<file path="src/rtl/interconn_pkg.sv">
// -----------------------------------------------------------------------------
// interconn_pkg
// Definitions shared by the priority interconnect and the per-MVU receive
// buffers.
//   N_MVU       : number of MVUs (width of the one-hot source tag)
//   W_WORD      : data word width
//   BADDR_W     : MVU data-memory address width
//   irb_entry_t : one buffered word {src one-hot, addr, word}
//   clog2()     : ceiling log2, usable in constant expressions
// -----------------------------------------------------------------------------
package interconn_pkg;

  localparam int N_MVU   = 8;
  localparam int W_WORD  = 64;
  localparam int BADDR_W = 15;

  typedef struct packed {
    logic [N_MVU-1:0]   src;
    logic [BADDR_W-1:0] addr;
    logic [W_WORD-1:0]  word;
  } irb_entry_t;

  // Smallest r such that 2**r >= value.
  function automatic int clog2(input int value);
    int r;
    r = 0;
    while ((1 << r) < value) begin
      r = r + 1;
    end
    return r;
  endfunction

endpackage

</file>
<file path="src/rtl/sync_fifo.sv">
// -----------------------------------------------------------------------------
// sync_fifo
// Circular-buffer FIFO: storage array, read/write pointers and a separate
// occupancy counter. It performs no protection of its own; the instantiating
// block decides when push/pop are legal.
// Ports:
//   clk   : clock
//   srst  : synchronous active-high reset (pointers and count to zero)
//   push  : write din at the tail this cycle
//   pop   : advance the head this cycle
//   din   : entry to write
//   dout  : current head entry (combinational view of the array)
//   cnt   : occupancy, 0..DEPTH
//   full  : cnt == DEPTH
//   empty : cnt == 0
// -----------------------------------------------------------------------------
module sync_fifo
  import interconn_pkg::*;
#(
  parameter int DEPTH = 8,
  parameter int EW    = 87
) (
  input  logic                       clk,
  input  logic                       srst,
  input  logic                       push,
  input  logic                       pop,
  input  logic [EW-1:0]              din,
  output logic [EW-1:0]              dout,
  output logic [clog2(DEPTH+1)-1:0]  cnt,
  output logic                       full,
  output logic                       empty
);

  localparam int AW = clog2(DEPTH);
  localparam int CW = clog2(DEPTH+1);

  logic [EW-1:0] r_mem [DEPTH];
  logic [AW-1:0] r_wr_ptr;
  logic [AW-1:0] r_rd_ptr;
  logic [CW-1:0] r_cnt;

  // Storage carries no reset so it can map onto plain RAM.
  always_ff @(posedge clk) begin
    if (push) begin
      r_mem[r_wr_ptr] <= din;
    end
  end

  // DEPTH is a power of two, so the pointers wrap by plain overflow.
  always_ff @(posedge clk) begin
    if (srst) begin
      r_wr_ptr <= '0;
      r_rd_ptr <= '0;
      r_cnt    <= '0;
    end else begin
      if (push) begin
        r_wr_ptr <= r_wr_ptr + AW'(1);
      end
      if (pop) begin
        r_rd_ptr <= r_rd_ptr + AW'(1);
      end
      case ({push, pop})
        2'b10:   r_cnt <= r_cnt + CW'(1);
        2'b01:   r_cnt <= r_cnt - CW'(1);
        default: r_cnt <= r_cnt;
      endcase
    end
  end

  // When full, write and read pointers coincide; a same-cycle push+pop reads
  // the old head here before the edge overwrites that slot.
  assign dout  = r_mem[r_rd_ptr];
  assign cnt   = r_cnt;
  assign full  = (r_cnt == CW'(DEPTH));
  assign empty = (r_cnt == '0);

endmodule

</file>
<file path="src/rtl/interconn_recv_buf.sv">
// -----------------------------------------------------------------------------
// interconn_recv_buf
// Per-MVU receive buffer downstream of the priority interconnect. Every word
// delivered by the interconnect is queued and drained into the MVU
// data-memory write port on cycles where the local MVU is not using it.
// Words that arrive with no room are dropped and flagged in a sticky ovf.
//
// Optional feature, macro IRB_SRC_CNT_EN: per-source 16-bit saturating
// counters of words written to memory (src_cnt), cleared by cnt_clr.
//
// Ports:
//   clk        : clock
//   clr        : synchronous active-high reset
//   recv_from  : one-hot source MVU of the incoming word (0 is carried as-is)
//   recv_en    : incoming word valid, one pulse per word
//   recv_addr  : destination memory address
//   recv_word  : incoming data
//   mem_busy   : local MVU owns the memory write port this cycle
//   wr_en      : memory write strobe (registered)
//   wr_addr    : memory write address (held when wr_en is low)
//   wr_word    : memory write data (held when wr_en is low)
//   wr_src     : one-hot source of the word being written
//   fifo_cnt   : current occupancy
//   fifo_full  : fifo_cnt == DEPTH
//   ovf        : sticky overflow flag
//   ovf_clr    : clears ovf (a same-cycle drop wins)
//   cnt_clr    : (IRB_SRC_CNT_EN) clears all src_cnt counters
//   src_cnt    : (IRB_SRC_CNT_EN) per-source write counts
// -----------------------------------------------------------------------------
module interconn_recv_buf
  import interconn_pkg::*;
#(
  parameter int N     = 8,
  parameter int W     = 64,
  parameter int BADDR = 15,
  parameter int DEPTH = 8
) (
  input  logic                       clk,
  input  logic                       clr,
  input  logic [N-1:0]               recv_from,
  input  logic                       recv_en,
  input  logic [BADDR-1:0]           recv_addr,
  input  logic [W-1:0]               recv_word,
  input  logic                       mem_busy,
  output logic                       wr_en,
  output logic [BADDR-1:0]           wr_addr,
  output logic [W-1:0]               wr_word,
  output logic [N-1:0]               wr_src,
  output logic [clog2(DEPTH+1)-1:0]  fifo_cnt,
  output logic                       fifo_full,
  output logic                       ovf,
  input  logic                       ovf_clr
`ifdef IRB_SRC_CNT_EN
  ,
  input  logic                       cnt_clr,
  output logic [N-1:0][15:0]         src_cnt
`endif
);

  localparam int EW = N + BADDR + W;

  logic [EW-1:0]               w_din;
  logic [EW-1:0]               w_head;
  logic [clog2(DEPTH+1)-1:0]   w_cnt;
  logic                        w_full;
  logic                        w_empty;
  logic                        w_pop;
  logic                        w_push;
  logic                        w_drop;

  logic                        r_wr_en;
  logic [BADDR-1:0]            r_wr_addr;
  logic [W-1:0]                r_wr_word;
  logic [N-1:0]                r_wr_src;
  logic                        r_ovf;

  assign w_din = {recv_from, recv_addr, recv_word};

  // Drain whenever there is something buffered and the port is free. A full
  // FIFO that is draining this cycle can still accept the incoming word.
  assign w_pop  = !w_empty && !mem_busy;
  assign w_push = recv_en && (!w_full || w_pop);
  assign w_drop = recv_en && !w_push;

  sync_fifo #(
    .DEPTH (DEPTH),
    .EW    (EW)
  ) u_fifo (
    .clk   (clk),
    .srst  (clr),
    .push  (w_push),
    .pop   (w_pop),
    .din   (w_din),
    .dout  (w_head),
    .cnt   (w_cnt),
    .full  (w_full),
    .empty (w_empty)
  );

  // Registered write port: the head is captured on the pop cycle and the
  // address/data/source hold their last values between writes.
  always_ff @(posedge clk) begin
    if (clr) begin
      r_wr_en   <= 1'b0;
      r_wr_addr <= '0;
      r_wr_word <= '0;
      r_wr_src  <= '0;
    end else begin
      r_wr_en <= w_pop;
      if (w_pop) begin
        r_wr_src  <= w_head[EW-1 -: N];
        r_wr_addr <= w_head[W +: BADDR];
        r_wr_word <= w_head[W-1:0];
      end
    end
  end

  // Sticky overflow; a drop in the same cycle as ovf_clr keeps it set.
  always_ff @(posedge clk) begin
    if (clr) begin
      r_ovf <= 1'b0;
    end else if (w_drop) begin
      r_ovf <= 1'b1;
    end else if (ovf_clr) begin
      r_ovf <= 1'b0;
    end
  end

  assign wr_en     = r_wr_en;
  assign wr_addr   = r_wr_addr;
  assign wr_word   = r_wr_word;
  assign wr_src    = r_wr_src;
  assign fifo_cnt  = w_cnt;
  assign fifo_full = w_full;
  assign ovf       = r_ovf;

`ifdef IRB_SRC_CNT_EN
  // Counters follow the registered write, so a count becomes visible the
  // cycle after its wr_en. A zero tag increments nothing.
  for (genvar gi = 0; gi < N; gi++) begin : g_src_cnt
    logic [15:0] r_src_cnt;

    always_ff @(posedge clk) begin
      if (clr || cnt_clr) begin
        r_src_cnt <= '0;
      end else if (r_wr_en && r_wr_src[gi] && (r_src_cnt != 16'hFFFF)) begin
        r_src_cnt <= r_src_cnt + 16'd1;
      end
    end

    assign src_cnt[gi] = r_src_cnt;
  end
`endif

endmodule

</file>
<file path="config.mk">
export PLATFORM = sky130hd
export DESIGN_NAME = interconn_recv_buf
export DESIGN_NICKNAME = d
export VERILOG_FILES = /design/src/rtl/interconn_pkg.sv /design/src/rtl/sync_fifo.sv /design/src/rtl/interconn_recv_buf.sv
export SDC_FILE = /design/constraint.sdc
export NUM_CORES = 1
export LEC_CHECK = 0
export CAP_MARGIN = 40
export CORE_MARGIN = 1.5
export CORE_UTILIZATION = 50
export DETAILED_ROUTE_END_ITERATION = 16
export PLACE_DENSITY = 0.69
export SLEW_MARGIN = 20
export SYNTH_ARGS = -nofsm -noshare
export SYNTH_HDL_FRONTEND = slang
export SYNTH_HIERARCHICAL = 1
export SYNTH_SLANG_ARGS = --single-unit
export TNS_END_PERCENT = 1
</file>
<file path="constraint.sdc">
create_clock -name clk -period 20.7 [get_ports clk]
set_clock_uncertainty 0.2 [all_clocks]
set_input_delay 5.175 -clock clk [delete_from_list [all_inputs] [get_ports clk]]
set_output_delay 5.175 -clock clk [all_outputs]
set_load 0.01 [all_outputs]
</file>
==> results of run 1 <==
registers in the layout, summed over array words and instances, names as in the netlist, named ones only:
| register | flops |
|---|---|
| wr_addr | 15 |
| wr_word | 64 |
| wr_en | 1 |
| u_fifo/cnt | 4 |
| u_fifo/r_rd_ptr | 3 |
| u_fifo/r_mem | 696 |
| ovf | 1 |
| wr_src | 8 |
| u_fifo/r_wr_ptr | 3 |
final cells by class:
cell class / instances / area, um^2
Tap cell: 782 / 978
Multi-Input combinational cell: 582 / 6990
Sequential cell: 798 / 23000
Fill cell: 4205 / 24400
Clock buffer: 99 / 2200
Timing Repair Buffer: 224 / 2370
Clock inverter: 48 / 348
Inverter: 2 / 7.51
Antenna cell: 4 / 10.0
routing by layer:
metal / up-vias / global-route usage, %
met5: - / 0
met4: 4 / 6.93
met3: 95 / 3.42
met2: 366 / 32.7
met1: 7713 / 27.1
li1: 6501 / -
where the power goes:
part	internal, mW	total, mW	switching (mW)
clock	0.804	1.39	0.583
sequential	1.90	1.96	0.0640
combinational	0.441	0.879	0.438
total	3.14	4.23	1.09
how the worst min path moves through the flow:
stage	startpoint	endpoint	slack, ns
5_1_grt	wr_word[48]	wr_word[48]	0.30
6_report	wr_word[29]	wr_word[29]	0.28
2_1_floorplan	u_fifo/r_rd_ptr[2]	register	0.28
4_1_cts	ovf	ovf	0.28
3_3_place_gp	ovf	ovf	0.26
3_5_place_dp	ovf	ovf	0.27
cell usage in the layout (no fill, tap or decap), types with 6 or more instances in the layout:
| cell type | n |
|---|---|
| mux2_2 | 89 |
| nor2_4 | 6 |
| or3b_1 | 87 |
| mux4_2 | 174 |
| o21ai_0 | 49 |
| edfxtp_1 | 696 |
| clkinv_2 | 20 |
| clkinv_1 | 17 |
| a21oi_1 | 90 |
| o21ai_1 | 39 |
| clkbuf_16 | 84 |
| nor2_1 | 11 |
| buf_4 | 29 |
| dfxtp_1 | 99 |
| buf_16 | 11 |
| clkbuf_1 | 11 |
| clkdlybuf4s50_1 | 183 |
per-stage QoR:
stage	hold slack, ns	std cells	setup WS, ns
2_1_floorplan	0.285	1482	7.76
3_3_place_gp	0.256	2376	12.36
3_5_place_dp	0.268	2384	12.34
4_1_cts	0.278	2531	12.98
5_1_grt	0.296	2539	12.86
6_report	0.276	2539	13.03
cells by family (layout without fill, tap and decap cells):
kind of cell	Yosys count	count (layout)
flip-flops	798	798
multiplexers	266	266
AO/OA/AOI/OAI	182	182
AND/OR/NAND/NOR	122	122
buffers and inverters	102	373
XOR/XNOR	7	7
adder cells (fa/ha/maj)	5	5
other	0	4
worst max-delay path: stages:
cell and delay (ns):
buf_4 0.29, or2_2 0.43, a21boi_1 0.48, nand2_1 0.35, nor3_2 0.22, buf_4 0.66
==> flow_metrics.py, run 1 <==
metrics = {
    "routing": {
        "routed-wl-met2_mm": 30.7,
        "wl_met1_mm": 26.1,
        "dr_wl_met3_mm": 3.11,
        "vias": 14700,
        "drc": 0,
        "ant_nets": 0,
        "dr.first_iter.drc_count": 965,
        "drt_wl_total_mm": 61.3,
        "vias_per_cell": 5.78,
        "dr.pass1.iters": 5,
        "top_layer_used": "met5",
        "wl_per_cell_um": 24.1,
    },
    "logic_synthesis": {
        "synthTopCellsByCount": "edfxtp_1, mux4_2, dfxtp_1, a21oi_1, mux2_2",
        "synth_edf_count": 696,
        "synthFlopType": "edfxtp_1",
        "yosysTopAreaCellShare_pct": 68.6,
        "synth_most_common_cell": "edfxtp_1",
        "synth-async-reset-ratio_pct": 0,
        "ys_seq_area_share_pct": 75.3,
        "synth_area_leaders": "edfxtp_1, mux4_2, dfxtp_1",
        "yosys_warnings": 6,
        "syn_nets": 1579,
        "synth_area_leader_cell": "edfxtp_1",
        "synth_top_family_by_area": "multiplexers",
        "syn_area_per_cell_um2": 20.6,
        "synth_mux_area_share_pct": 16.2,
        "synthDistinctLibCells": 30,
        "synthSimpleGateAreaFrac_pct": 3.04,
        "synth_seq_cells": 798,
        "synth_area_um2": 30500,
        "synth_compound_area_share_pct": 3.03,
        "synth-xor-area-share_pct": 0.201,
        "synth-adder-area-share_pct": 0.205,
        "netlist_instances": 1482,
    },
    "die": {
        "initial_core_util_pct": 50.6,
        "die_h_um": 250,
        "die-area_um2": 62400,
        "rows": 90,
        "io_pins": 186,
        "die_w_um": 250,
        "core_um2": 60200,
    },
    "global_routing": {
        "grt_max_degree": 99,
        "grt_pass1_vias": 15500,
        "grtUsageTotal_pct": 19.9,
        "grt_pass1_wl_mm": 93.9,
        "overflow": 0,
        "antenna_found_initial": 6,
    },
    "timing": {
        "fmax_mhz": 130,
        "setup_viol": 0,
        "fin_setup_tns_ns": 0,
        "period_needed_ns": 7.67,
        "rsz0062_at_grt": "no",
        "relSlewSlack_pct": 44.4,
        "hold_viol_final": 0,
        "worst_pin_slew_ns": 0.834,
        "final.period_utilization_pct": 37.0,
        "drv_slew": 0,
    },
    "setup_path": {
        "critPathCaptureType": "register",
        "worst_r2r_endpoint": "wr_word[57]",
        "critical_path_arrival_ns": 7.69,
        "cp-start-kind": "input port",
        "crit_end": "u_fifo/r_mem[4][11]",
        "ff2ff_path_depth": 7,
        "crit_start": "mem_busy",
        "path_class": "input port to register",
        "cp_max_fo": 79,
        "worstPathRequired_ns": 20.73,
        "r2r_setup_slack_ns": 16.91,
    },
    "run_status": {
        "status": "completed",
    },
    "clock_network": {
        "postCtsSetupBuffers": 0,
        "cts_sinks": 798,
        "clk_pin_slew_ns": 0.06,
        "cts_resized": 0,
        "root_buffer": "clkbuf_16",
        "clk_latency_ns": 0.61,
        "numCtsBuffers": 80,
        "ctsHtreeMaxLevel": 3,
        "cts_tree": "yes",
        "hold_buffers": 0,
        "clockBufferDepth": 3,
    },
    "worst_hold_path": {
        "holdPathStages": 2,
        "hold_class": "register to register",
    },
    "power": {
        "p_leak_nw": 11.2,
        "peakVddDrop_mv": 0.0704,
        "p_per_area_nw_per_um2": 118,
        "power_mw": 4.23,
    },
    "cells_and_area": {
        "areaGrowthSynthToFinish_pct": 17.7,
        "final_core_util_pct": 59.5,
        "stdcell_area_um2": 35900,
        "nets": 1785,
        "drive_gt1_share_pct": 24.9,
    },
    "job": {
        "max_cap_viol_count": 0,
    },
    "place": {
        "placed_cell_area_um2": 33200,
        "dpl.hpwl_mm": 35.0,
        "gp_congestion": 0.713,
        "port_buffers": 185,
    },
}
Note: power is estimated with default switching activity, not from simulation.
==> inputs of run 2 (changes only) <==
--- a/config.mk
+++ b/config.mk
@@ -9,7 +9,7 @@
 export CORE_MARGIN = 1.5
 export CORE_UTILIZATION = 50
 export DETAILED_ROUTE_END_ITERATION = 16
-export PLACE_DENSITY = 0.69
+export PLACE_DENSITY = 0.72
 export SLEW_MARGIN = 20
 export SYNTH_ARGS = -nofsm -noshare
 export SYNTH_HDL_FRONTEND = slang
==> constraint.sdc (replaced) <==
create_clock -name clk -period 6.5 [get_ports clk]
set_clock_uncertainty 0.2 [all_clocks]
set_input_delay 1.625 -clock clk [delete_from_list [all_inputs] [get_ports clk]]
set_output_delay 1.625 -clock clk [all_outputs]
set_load 0.01 [all_outputs]
==> flow_metrics.py, run 2 (synthesized netlist as in run 1, its figures left out) <==
metrics = {
    "run_status": {
        "status": "completed",
    },
    "clock_network": {
        "clk_pin_slew_ns": 0.06,
        "hold_buffers": 0,
        "cts_resized": 0,
        "clk_latency_ns": 0.62,
        "root_buffer": "clkbuf_16",
        "ctsHtreeMaxLevel": 3,
        "numCtsBuffers": 79,
        "clockBufferDepth": 3,
        "cts_tree": "yes",
        "postCtsSetupBuffers": 0,
        "cts_sinks": 798,
    },
    "cells_and_area": {
        "multiInputGateArea_um2": 7000,
        "final_core_util_pct": 59.6,
        "drive_gt1_share_pct": 24.4,
        "nFillCells": 4204,
        "areaGrowthSynthToFinish_pct": 17.7,
        "nets": 1777,
        "seqCellArea_um2": 23000,
        "layout_commonest_cell": "edfxtp_1",
        "largest_register": "u_fifo/r_mem",
        "final_cell_mix": "edfxtp_1, clkdlybuf4s50_1, mux4_2",
        "largest_register_ffs": 696,
    },
    "global_routing": {
        "grt_max_degree": 175,
        "antenna_found_initial": 5,
        "globalRouteMet1Util_pct": 26.1,
        "grt.met2_usage_pct": 33.4,
        "grt_pass1_vias": 15300,
        "overflow": 0,
        "met3_usage_pct": 3.49,
        "grtUsageTotal_pct": 19.7,
        "grt.busiest_layer": "met2",
        "grt_pass1_wl_mm": 92.8,
    },
    "setup_path": {
        "slowest_stage": "nor2_4",
        "cp_max_fo": 84,
        "cpPeakStageDelay_ns": 0.53,
        "cp-start-kind": "input port",
        "reg2reg_from": "u_fifo/cnt[1]",
        "ff2ff_path_depth": 8,
        "worst_r2r_endpoint": "u_fifo/r_mem[1][42]",
        "path_class": "input port to register",
        "critPathCaptureType": "register",
        "critical_path_arrival_ns": 4.39,
        "path_cells": "buf_4 -> or2_2 -> a21boi_1 -> nand2b_1 -> nor2_4 -> buf_16 -> buf_12",
        "worstPathRequired_ns": 6.58,
        "r2r_setup_slack_ns": 2.59,
    },
    "worst_hold_path": {
        "hp-start": "ovf",
        "holdPathStages": 2,
        "min_delay_worst_endpoint": "ovf",
        "hold_class": "register to register",
    },
    "die": {
        "rows": 90,
        "die_h_um": 250,
        "core_um2": 60200,
        "die_w_um": 250,
        "initial_core_util_pct": 50.6,
        "io_pins": 186,
        "die-area_um2": 62400,
    },
    "routing": {
        "drt_wl_total_mm": 61.1,
        "dr.pass1.iters": 7,
        "vias_per_cell": 5.81,
        "ant_nets": 0,
        "drc": 0,
        "dr.first_iter.drc_count": 1121,
        "vias": 14700,
        "wl_per_cell_um": 24.2,
    },
    "timing": {
        "fmax_mhz": 232,
        "setup_viol": 0,
        "hold_viol_final": 0,
        "worst_pin_slew_ns": 1.10,
        "relSlewSlack_pct": 26.7,
        "final.period_utilization_pct": 66.4,
        "whs_ns": 0.274,
        "period_needed_ns": 4.32,
        "rsz0062_at_grt": "no",
        "drv_slew": 0,
    },
    "place": {
        "gp_congestion": 0.739,
        "port_buffers": 185,
        "dpl.hpwl_mm": 33.5,
    },
    "power": {
        "p_per_area_nw_per_um2": 377,
        "p_leak_nw": 11.1,
        "peakVddDrop_mv": 0.307,
        "power_mw": 13.5,
    },
    "job": {
        "max_cap_viol_count": 0,
    },
}
-- run 2: changes by cell type in the layout (fill, tap and decap cells not counted), sizes merged --
cell      change
clkinv       -12
buf           -7
bufinv        +5
diode         -3
inv           +3
clkinvlp      +1
-- run 2: metal layers --
metal	up-vias	part of all wire [%]
met2	402	51
met5	-	0.080
li1	6486	-
met1	7692	42
met3	79	5.0
met4	8	1.9
-- run 2: worst max path at each step --
stage | slack, ns | start | cells after the start | end
final | 2.18 | mem_busy | 7 | u_fifo/r_mem[1][42]
after global routing | 2.04 | mem_busy | 7 | u_fifo/r_mem[1][38]
after CTS | 2.21 | mem_busy | 7 | u_fifo/r_mem[1][38]
after detailed placement | 1.56 | mem_busy | 7 | u_fifo/r_mem[1][40]
after global placement | 1.47 | mem_busy | 6 | u_fifo/r_mem[7][16]
after floorplan | -0.55 | mem_busy | 5 | u_fifo/r_mem[7][0]
-- run 2: critical path, delay by kind of cell --
kind | cells | cell delay, ns
AO/OA/AOI/OAI | 1 | 0.52
buffers and inverters | 3 | 0.84
AND/OR/NAND/NOR | 3 | 1.35
-- run 2: where the power goes --
group	total (mW)	leakage, nW	switching (mW)	internal [mW]
Combinational	2.75	2.69	1.38	1.37
Sequential	6.25	7.15	0.202	6.04
Clock	4.54	1.26	1.85	2.69
Total	13.5	11.1	3.44	10.1
-- run 2: metrics by stage --
stage	TNS (ns)	instance area, um^2	cells	setup slack [ns]
floorplan	-326.31	30500	1482	-0.553
global route	0	35900	2526	2.04
finish	0	35900	2526	2.18
detailed placement	0	33200	2378	1.56
CTS	0	35800	2522	2.21
global placement	0	33100	2373	1.47
-- run 2: final cells by class --
cell class              count  share of cell area, %
clock buffers              99                   5.93
well taps                 782                   2.73
multi-input cells         582                   19.5
inverters                   2                 0.0209
repair buffers            217                   6.51
diodes                      1                0.00697
clock inverters            45                   1.33
flip-flops and latches    798                   64.0
==> inputs of run 3 (changes only) <==
--- a/config.mk
+++ b/config.mk
@@ -9,7 +9,7 @@
 export CORE_MARGIN = 1.5
 export CORE_UTILIZATION = 50
 export DETAILED_ROUTE_END_ITERATION = 16
-export PLACE_DENSITY = 0.72
+export PLACE_DENSITY = 0.69
 export SLEW_MARGIN = 20
 export SYNTH_ARGS = -nofsm -noshare
 export SYNTH_HDL_FRONTEND = slang
==> constraint.sdc (replaced) <==
create_clock -name clk -period 4.18 [get_ports clk]
set_clock_uncertainty 0.2 [all_clocks]
set_input_delay 1.045 -clock clk [delete_from_list [all_inputs] [get_ports clk]]
set_output_delay 1.045 -clock clk [all_outputs]
set_load 0.01 [all_outputs]
==> flow_metrics.py, run 3 (synthesized netlist as in run 1, its figures left out) <==
metrics = {
    "cells_and_area": {
        "nFillCells": 4200,
        "final_cell_mix": "edfxtp_1, clkdlybuf4s50_1, mux4_2",
        "nets": 1789,
        "finalNonFillerCells": 2545,
        "layout_commonest_cell": "edfxtp_1",
        "drive_gt1_share_pct": 24.9,
        "multiInputGateArea_um2": 7020,
        "seqCellArea_um2": 23000,
        "largest_register": "u_fifo/r_mem",
        "areaGrowthSynthToFinish_pct": 18.2,
        "largest_register_ffs": 696,
    },
    "clock_network": {
        "ctsHtreeMaxLevel": 3,
        "cts_resized": 0,
        "hold_buffers": 0,
        "clk_latency_ns": 0.61,
        "numCtsBuffers": 80,
        "clockBufferDepth": 3,
        "postCtsSetupBuffers": 0,
        "root_buffer": "clkbuf_16",
        "cts_sinks": 798,
        "clk_pin_slew_ns": 0.06,
        "cts_tree": "yes",
    },
    "timing": {
        "fmax_mhz": 300,
        "hold_viol_final": 0,
        "drv_slew": 0,
        "setup_viol": 0,
        "worst_pin_slew_ns": 0.832,
        "period_needed_ns": 3.33,
        "rsz0062_at_grt": "no",
        "final.period_utilization_pct": 79.7,
        "relSlewSlack_pct": 44.5,
    },
    "routing": {
        "dr.first_iter.drc_count": 993,
        "vias": 14600,
        "wl_per_cell_um": 24.3,
        "vias_per_cell": 5.75,
        "drc": 0,
        "dr.pass1.iters": 5,
        "drt_wl_total_mm": 61.7,
        "ant_nets": 0,
    },
    "worst_hold_path": {
        "hold_class": "register to register",
    },
    "global_routing": {
        "grt_pass1_vias": 15400,
        "grtUsageTotal_pct": 20.2,
        "overflow": 0,
        "antenna_found_initial": 11,
        "grt_max_degree": 176,
        "grt_pass1_wl_mm": 94.7,
    },
    "place": {
        "port_buffers": 185,
        "dp_cells": 2391,
        "gp_congestion": 0.709,
        "dpl.hpwl_mm": 35.0,
    },
    "setup_path": {
        "crit_buf_inv": 1,
        "slowest_stage": "clkdlybuf4s50_1",
        "cpPeakStageDelay_ns": 0.62,
        "cp-start-kind": "register",
        "cp_max_fo": 8,
        "critPathCaptureType": "output port",
        "path_class": "register to output port",
        "critical_path_arrival_ns": 2.09,
        "worstPathRequired_ns": 2.93,
        "crit_family": "buffers and inverters",
        "path_cells": "nor4b_1 -> clkdlybuf4s50_1",
    },
    "power": {
        "p_per_area_nw_per_um2": 587,
        "power_mw": 21.1,
        "p_leak_nw": 11.2,
        "peakVddDrop_mv": 0.380,
    },
    "die": {
        "initial_core_util_pct": 50.6,
        "io_pins": 186,
        "die-area_um2": 62400,
        "core_um2": 60200,
        "die_h_um": 250,
        "die_w_um": 250,
        "rows": 90,
    },
    "run_status": {
        "status": "completed",
    },
    "job": {
        "max_cap_viol_count": 0,
    },
}
run 3: changes by cell type in the layout (fill, tap and decap cells not counted), moves of 3 or more:
cell / delta
buf_4: +9
clkbuf_1: +8
clkbuf_8: +6
buf_12: +3
clkinvlp_4: -3
diode_2: +3
run 3: area by class of cell:
class,instances,area share [%]
tap,782,2.72
sequential,798,63.7
timing repair buffer,228,6.70
multi-input combinational,582,19.5
clock buffer,115,6.35
inverter,2,0.0208
clock inverter,34,0.990
antenna,4,0.0278
run 3: per-layer routing:
metal / global-route usage (%) / vias to the layer above / share of wire [%]
met2: 33.0 / 332 / 49
met3: 4.34 / 95 / 5.0
li1: - / 6520 / -
met4: 6.60 / 14 / 2.1
met1: 27.3 / 7673 / 43
met5: 0 / - / 0.16
run 3: path summary, 6_finish.rpt:
check	slack, ns	startpoint	depth (start not counted)	to
hold reg to reg	0.28	wr_word[56]	2	wr_word[56]
setup reg to reg	1.13	u_fifo/cnt[0]	11	u_fifo/cnt[2]
hold / removal	0.28	wr_word[56]	2	wr_word[56]
setup / recovery	0.85	u_fifo/cnt[1]	2	fifo_full
run 3: report_power, final:
part           switching, mW  internal [mW]  leakage [nW]
Sequential             0.376           9.40          7.15
Combinational           2.11           2.16          2.76
Clock                   2.85           4.25          1.29
run 3: worst min-delay path: stages, from the launching register on:
cell and delay (ns):
dfxtp_1 0.30, o21ai_0 0.06, a21oi_1 0.06
run 3: stage by stage:
step / hold slack (ns) / cell area, um^2 / util (%) / TNS [ns] / worst slack [ns]
after floorplan: 0.285 / 30500 / - / -351.19 / -0.612
after global placement: 0.254 / 33300 / 55.3 / 0 / 0.567
after detailed placement: 0.268 / 33400 / 55.4 / 0 / 0.537
after CTS: 0.277 / 36000 / 59.8 / 0 / 0.412
after global routing: 0.301 / 36000 / 59.8 / 0 / 0.687
final: 0.276 / 36000 / 59.8 / 0 / 0.847
